--- src/rtl/ssd_scan_ctrl_if.sv ---
`default_nettype none
// ============================================================================
// Module      : ssd_scan_ctrl_if
// Description : Value-load handshake and display-drive bundle between a value
//               source, the 4-digit scan controller and the bin2ssd decoder.
// Revision    : 1.0  initial release
// ============================================================================
interface ssd_scan_ctrl_if;
    logic [9:0] value;   // unsigned binary value to display
    logic       load;    // request a conversion of value
    logic       busy;    // conversion in progress
    logic       done;    // one-cycle pulse when new digits are installed
    logic [3:0] nibble;  // BCD digit of the current scan slot
    logic       blank;   // current slot is blanked
    logic [3:0] an;      // digit enables, an[0] = units

    // Value source side
    modport master (
        output value, load,
        input  busy, done, nibble, blank, an
    );

    // Scan controller side
    modport slave (
        input  value, load,
        output busy, done, nibble, blank, an
    );
endinterface
`default_nettype wire

--- src/rtl/ssd_scan_ctrl.sv ---
`default_nettype none
// ============================================================================
// Module      : ssd_scan_ctrl
// Description : 4-digit multiplexed 7-segment controller. A sequential
//               double-dabble engine converts a 10-bit value to BCD; a free
//               running scanner presents one digit per slot with optional
//               leading-zero blanking.
// Revision    : 1.0  initial release
// ============================================================================
module ssd_scan_ctrl #(
    parameter int SCAN_DIV   = 50000,
    parameter bit AN_ACT_LOW = 1'b1,
    parameter bit BLANK_LZ   = 1'b1
) (
    input  logic          clk,
    input  logic          rst_n,
    ssd_scan_ctrl_if.slave bus
);

    localparam int                c_CNT_W    = (SCAN_DIV > 2) ? $clog2(SCAN_DIV) : 1;
    localparam logic [c_CNT_W-1:0] c_CNT_LAST = c_CNT_W'(SCAN_DIV - 1);
    localparam logic [3:0]        c_AN_OFF   = AN_ACT_LOW ? 4'hF : 4'h0;
    localparam logic [3:0]        c_ITER_END = 4'd9;

    typedef enum logic [1:0] {
        ST_IDLE   = 2'd0,
        ST_SHIFT  = 2'd1,
        ST_FINISH = 2'd2
    } state_t;

    state_t              r_state;
    state_t              w_state_next;
    logic [9:0]          r_bin;
    logic [15:0]         r_bcd;
    logic [15:0]         w_bcd_adj;
    logic [3:0]          r_iter;
    logic [15:0]         r_digits;
    logic [15:0]         w_digits_next;
    logic [c_CNT_W-1:0]  r_cnt;
    logic [c_CNT_W-1:0]  w_cnt_next;
    logic [1:0]          r_idx;
    logic [1:0]          w_idx_next;
    logic [3:0]          w_lz;
    logic                w_blank_next;
    logic [3:0]          w_an_onehot;
    logic [3:0]          r_nibble;
    logic                r_blank;
    logic [3:0]          r_an;

    // Conversion FSM state register
    always_ff @(posedge clk) begin
        if (!rst_n) r_state <= ST_IDLE;
        else        r_state <= w_state_next;
    end

    // Conversion FSM next state: ten shift iterations then one install cycle
    always_comb begin
        w_state_next = r_state;
        case (r_state)
            ST_IDLE:   if (bus.load) w_state_next = ST_SHIFT;
            ST_SHIFT:  if (r_iter == c_ITER_END) w_state_next = ST_FINISH;
            ST_FINISH: w_state_next = ST_IDLE;
            default:   w_state_next = ST_IDLE;
        endcase
    end

    // Add-3 correction applied to every BCD nibble before each shift
    always_comb begin
        w_bcd_adj = r_bcd;
        for (int i = 0; i < 4; i++) begin
            if (r_bcd[i*4 +: 4] >= 4'd5) w_bcd_adj[i*4 +: 4] = r_bcd[i*4 +: 4] + 4'd3;
        end
    end

    // Double-dabble datapath: capture on accepted load, shift while in SHIFT
    always_ff @(posedge clk) begin
        if (!rst_n) begin
            r_bin  <= '0;
            r_bcd  <= '0;
            r_iter <= '0;
        end else begin
            case (r_state)
                ST_IDLE: begin
                    if (bus.load) begin
                        r_bin  <= bus.value;
                        r_bcd  <= '0;
                        r_iter <= '0;
                    end
                end
                ST_SHIFT: begin
                    r_bcd  <= {w_bcd_adj[14:0], r_bin[9]};
                    r_bin  <= {r_bin[8:0], 1'b0};
                    r_iter <= r_iter + 4'd1;
                end
                default: ;
            endcase
        end
    end

    // Next scan position and next display digits; the output registers are
    // loaded from these so a new result and a slot change both appear on the
    // very edge that produces them.
    always_comb begin
        w_digits_next = (r_state == ST_FINISH) ? r_bcd : r_digits;
        if (r_cnt == c_CNT_LAST) begin
            w_cnt_next = '0;
            w_idx_next = r_idx + 2'd1;
        end else begin
            w_cnt_next = r_cnt + c_CNT_W'(1);
            w_idx_next = r_idx;
        end
        // w_lz[i]: digit i and every more-significant digit are zero
        w_lz[3] = (w_digits_next[15:12] == 4'd0);
        w_lz[2] = (w_digits_next[11:8]  == 4'd0) && w_lz[3];
        w_lz[1] = (w_digits_next[7:4]   == 4'd0) && w_lz[2];
        w_lz[0] = (w_digits_next[3:0]   == 4'd0) && w_lz[1];
        w_blank_next = BLANK_LZ && (w_idx_next != 2'd0) && w_lz[w_idx_next];
        w_an_onehot  = w_blank_next ? 4'b0000 : (4'b0001 << w_idx_next);
    end

    // Scan counter, display digits and registered display outputs
    always_ff @(posedge clk) begin
        if (!rst_n) begin
            r_cnt    <= '0;
            r_idx    <= '0;
            r_digits <= '0;
            r_nibble <= '0;
            r_blank  <= 1'b1;
            r_an     <= c_AN_OFF;
        end else begin
            r_cnt    <= w_cnt_next;
            r_idx    <= w_idx_next;
            r_digits <= w_digits_next;
            r_nibble <= w_digits_next[w_idx_next*4 +: 4];
            r_blank  <= w_blank_next;
            r_an     <= AN_ACT_LOW ? ~w_an_onehot : w_an_onehot;
        end
    end

    assign bus.busy   = (r_state != ST_IDLE);
    assign bus.done   = (r_state == ST_FINISH);
    assign bus.nibble = r_nibble;
    assign bus.blank  = r_blank;
    assign bus.an     = r_an;

endmodule
`default_nettype wire

--- src/flat_wrapper.sv ---
// flat-port wrapper written by rule: the top's interface ports become plain ports
module ssd_scan_ctrl_flat 
#(
    parameter int SCAN_DIV   = 50000,
    parameter bit AN_ACT_LOW = 1'b1,
    parameter bit BLANK_LZ   = 1'b1
)
  (clk, rst_n, bus_value, bus_load, bus_busy, bus_done, bus_nibble, bus_blank, bus_an);
  ssd_scan_ctrl_if bus_i ();
  input  logic clk;
  input  logic rst_n;
  input wire logic [$bits(bus_i.value)-1:0] bus_value;
  input wire logic [$bits(bus_i.load)-1:0] bus_load;
  output wire logic [$bits(bus_i.busy)-1:0] bus_busy;
  output wire logic [$bits(bus_i.done)-1:0] bus_done;
  output wire logic [$bits(bus_i.nibble)-1:0] bus_nibble;
  output wire logic [$bits(bus_i.blank)-1:0] bus_blank;
  output wire logic [$bits(bus_i.an)-1:0] bus_an;
  assign bus_i.value = bus_value;
  assign bus_i.load = bus_load;
  assign bus_busy = bus_i.busy;
  assign bus_done = bus_i.done;
  assign bus_nibble = bus_i.nibble;
  assign bus_blank = bus_i.blank;
  assign bus_an = bus_i.an;
  ssd_scan_ctrl #(.SCAN_DIV(SCAN_DIV), .AN_ACT_LOW(AN_ACT_LOW), .BLANK_LZ(BLANK_LZ)) u_core (.clk(clk), .rst_n(rst_n), .bus(bus_i));
endmodule
--- config.mk ---
export PLATFORM = sky130hd
export DESIGN_NAME = ssd_scan_ctrl_flat
export DESIGN_NICKNAME = d
export VERILOG_FILES = /design/src/rtl/ssd_scan_ctrl_if.sv /design/src/rtl/ssd_scan_ctrl.sv /design/src/flat_wrapper.sv
export SDC_FILE = /design/constraint.sdc
export NUM_CORES = 1
export LEC_CHECK = 0
export CORE_MARGIN = 2
export CORE_UTILIZATION = 35
export DETAILED_ROUTE_END_ITERATION = 7
export REMOVE_ABC_BUFFERS = 1
export SLEW_MARGIN = 20
export SYNTH_ARGS = -nofsm -noshare
export SYNTH_HDL_FRONTEND = slang
export SYNTH_SLANG_ARGS = --single-unit
--- constraint.sdc ---
create_clock -name clk -period 2.4 [get_ports clk]
set_clock_uncertainty 0.2 [all_clocks]
set_input_delay 0.24 -clock clk [delete_from_list [all_inputs] [get_ports clk]]
set_output_delay 0.24 -clock clk [all_outputs]
set_load 0.03 [all_outputs]
==> results.yml, run 1 <==
outcome:
  status: "finished, final reports clean"
clocking:
  cts_num_sinks: 75
  insertion_delay_ps: 350
  h-tree-depth: 3
  cts.clk_slew.worst_paths_ps: 70
  cts_tree: "done"
  cts-resized-gates: 0
  clock_path_buffers: 2
  ctsHoldBuffers: 0
  cts_setup_buffers: 0
  clockRootBuffer: "clkbuf_8"
  numCtsBuffers: 9
placement:
  dp_slack_ps: 237
  place_congestion: 0.872
  dp_hpwl_um: 5630
  port_buffers: 23
  place_inst: 587
sta:
  tns_ps: 0
  slew_violations: 0
  setup_slack_ps: 194
  hold_viol_final: 0
  max_clock_freq_mhz: 453
  finalSetupViolCount: 0
  relSlewSlack_pct: 67.7
  whs_ps: 288
  fin_crit_sh_pct: 91.9
  rsz0062_at_grt: "no"
  finalCriticalPeriod_ps: 2210
  tightest_slew_ps: 472
logic_synthesis:
  ys.flop_type: "dfxtp_1"
  synth_edf_count: 0
  avgSynthCellArea_um2: 8.82
  synth_seq_cells: 75
  syn_inst: 434
  ys_seq_area_share_pct: 39.2
  yosysWarnings: 0
  ys_async_sr_fraction_pct: 0
  ys_types: 50
  synth_area_um2: 3830
power_and_ir_drop:
  combPwrFrac_pct: 6.6
  intPower_mw: 1.85
  power_density_nw_per_um2: 545
  sw_frac_of_total_pct: 23.3
  p_leak_nw: 1.76
  power_switching_mw: 0.561
  p_clk_share_pct: 40.2
  p_seq_share_pct: 53.3
  vdd_drop_max_uv: 285
floorplanning:
  ioPinCount: 24
  rows: 38
  initial_core_util_pct: 35.6
  coreArea_um2: 10700
  die_h_um: 109
  die-area_um2: 11800
  die_x_um: 109
worst_setup_path:
  required_ps: 1960
  cp.buffers_inverters: 2
  cp_slowest_stage_delay_ps: 690
  arrival_ps: 1770
  start_kind: "register"
  worstSetupEndpointType: "output pin"
  critPathMaxFanout: 5
  rr_startpoint: "u_core.r_cnt[0]$_SDFF_PP0_"
  path_cells: "nand2b_1 -> inv_1 -> clkdlybuf4s50_1"
  r2r_slack_ps: 220
  critPathTopFamily: "buffers and inverters"
  cp_slowest_cell: "clkdlybuf4s50_1"
  r2r-end: "u_core.bus.nibble[2]$_SDFF_PN0_"
  r2r_cells: 6
  criticalPathCategory: "reg2out"
drt:
  drc: 0
  first_pass_iters: 5
  vias: 3081
  wl_per_cell_um: 13.4
  route.met3.wl_um: 346
  top_layer_used: "met4"
  wl_met2_um: 3670
  vias_per_cell: 5.11
  ant_nets: 0
  wl_met1_um: 3940
  drt_iter0_markers: 207
  wl_um: 8060
worst_hold_path:
  holdPathStages: 1
  hold_path_end: "u_core.r_cnt[0]$_SDFF_PP0_"
  hp-start: "u_core.r_cnt[0]$_SDFF_PP0_"
  hold_class: "reg2reg"
final_layout:
  final_nets: 482
  area_growth_pct: 15.6
  finalNonFillerCells: 603
  drive_gt1_share_pct: 12.5
  n_fill_cell: 1087
  antenna_cells: 0
grt:
  grt_overflow_total: 0
  grt_use_total_pct: 14.6
  grt_pass1_wl_um: 13700
  grt_max_degree: 27
  first_global_vias: 2947
  antenna_found_initial: 0
job:
  maxCapViolations: 0
[cell usage in the layout (no fill, tap or decap), types with 3 or more instances in the layout]
cell / synthesis / routed
o221a_2: 10 / 10
ha_1: 11 / 11
clkdlybuf4s50_1: 0 / 23
mux2i_1: 17 / 17
and2_1: 9 / 9
nor3_1: 16 / 16
nor2_1: 35 / 35
mux2_2: 8 / 8
nand2_1: 20 / 20
a31oi_1: 3 / 3
buf_4: 1 / 18
a311oi_1: 3 / 3
nor2b_1: 36 / 36
and3_1: 7 / 7
a22oi_1: 8 / 8
nand2b_1: 8 / 8
a21oi_1: 22 / 22
clkinv_2: 0 / 3
dfxtp_1: 75 / 75
a211oi_1: 3 / 3
o21ai_0: 19 / 19
nand3_1: 22 / 22
or4_1: 4 / 4
xor2_1: 10 / 10
inv_1: 13 / 13
xnor2_1: 13 / 13
nor4_1: 4 / 4
a21boi_0: 4 / 4
clkbuf_8: 0 / 10
[kinds of logic after synthesis]
kind of cell	count (synthesis)	share of synthesized area (%)
adder cells (fa/ha/maj)	12	3.86
XOR/XNOR	23	5.26
flip-flops	75	39.2
buffers and inverters	41	4.84
AND/OR/NAND/NOR	174	25.0
multiplexers	25	6.80
AO/OA/AOI/OAI	84	15.0
[routing by layer]
metal / vias up / GRT usage, %
met1: 1436 / 18.8
li1: 1572 / -
met3: 9 / 4.58
met2: 64 / 23.6
met4: 0 / 4.12
met5: - / 0
[final cells by class]
type	instances	area [µm²]	area share, %
clock inverter	5	52.6	1.19
clock buffer	11	141	3.19
timing repair buffer	41	365	8.25
tap	140	175	3.96
inverter	13	48.8	1.10
multi-input combinational	318	2140	48.4
sequential	75	1500	33.9
[worst max-delay path by stage]
| stage | from | end | slack (ps) | depth (start not counted) |
|---|---|---|---|---|
| 3_3_place_gp | u_core.r_cnt[0]$_SDFF_PP0_ | u_core.bus.nibble[2]$_SDFF_PN0_ | 280 | 6 |
| 6_report | u_core.r_state[0]$_SDFFE_PN0P_ | bus_done | 190 | 3 |
| 4_1_cts | u_core.r_state[0]$_SDFFE_PN0P_ | bus_done | 160 | 3 |
| 5_1_grt | u_core.r_cnt[0]$_SDFF_PP0_ | u_core.bus.nibble[2]$_SDFF_PN0_ | 40 | 6 |
| 2_1_floorplan | u_core.r_state[0]$_SDFFE_PN0P_ | u_core.bus.blank$_SDFF_PN1_ | -620 | 6 |
| 3_5_place_dp | u_core.r_cnt[0]$_SDFF_PP0_ | u_core.bus.nibble[2]$_SDFF_PN0_ | 240 | 6 |
[worst register-to-register path, stage by stage, from the launching register on]
cell and delay, ps:
dfxtp_1 380, ha_1 220, and3_1 260, and4_4 290
mux2_2 340, a211oi_1 240, o221a_2 210
[sequential cells by signal, indices dropped and copies added (netlist names)]
signal / cells
u_core.bus.an: 4
u_core.bus.blank: 1
u_core.bus.nibble: 4
u_core.r_bcd: 16
u_core.r_bin: 10
u_core.r_cnt: 16
u_core.r_digits: 16
u_core.r_idx: 2
u_core.r_iter: 4
u_core.r_state: 2
[stage by stage]
stage	power (mW)	area [µm²]	util [%]
3_5_place_dp	1.47	4230	39.4
6_report	2.41	4430	41.2
2_1_floorplan	1.40	3690	-
3_3_place_gp	1.47	4230	39.4
4_1_cts	2.44	4430	41.2
5_1_grt	2.52	4430	41.2
[power groups by stage]
stage	Sequential (mW)	Combinational, mW	Clock [mW]
finish	1.28	0.158	0.969
global route	1.29	0.177	1.05
CTS	1.28	0.160	0.999
detailed placement	1.31	0.159	0
global placement	1.31	0.158	0
floorplan	1.32	0.0809	0
[synth_stat cells, drive strengths merged (11+ instances only)]
library cell   n  area share [%]
a21oi         22             2.9
ha            11             3.6
dfxtp         75              39
nor2b         36             5.9
nor3          17             2.4
inv           13             1.3
xnor2         13             3.0
nand3         22             2.9
nand2         20             2.0
mux2i         17             4.4
clkbuf        20             2.0
o21ai         19             2.5
nor2          35             3.4
Note: power is estimated with default switching activity, not from simulation.
==> run 2: changes to the inputs <==
--- a/config.mk
+++ b/config.mk
@@ -8,6 +8,7 @@
 export CORE_MARGIN = 2
 export CORE_UTILIZATION = 35
 export DETAILED_ROUTE_END_ITERATION = 7
+export HOLD_SLACK_MARGIN = 0.15
 export REMOVE_ABC_BUFFERS = 1
 export SLEW_MARGIN = 20
 export SYNTH_ARGS = -nofsm -noshare
==> results of run 2 <==
Same layout as run 1: the final DEF is identical, and so are final timing and power.
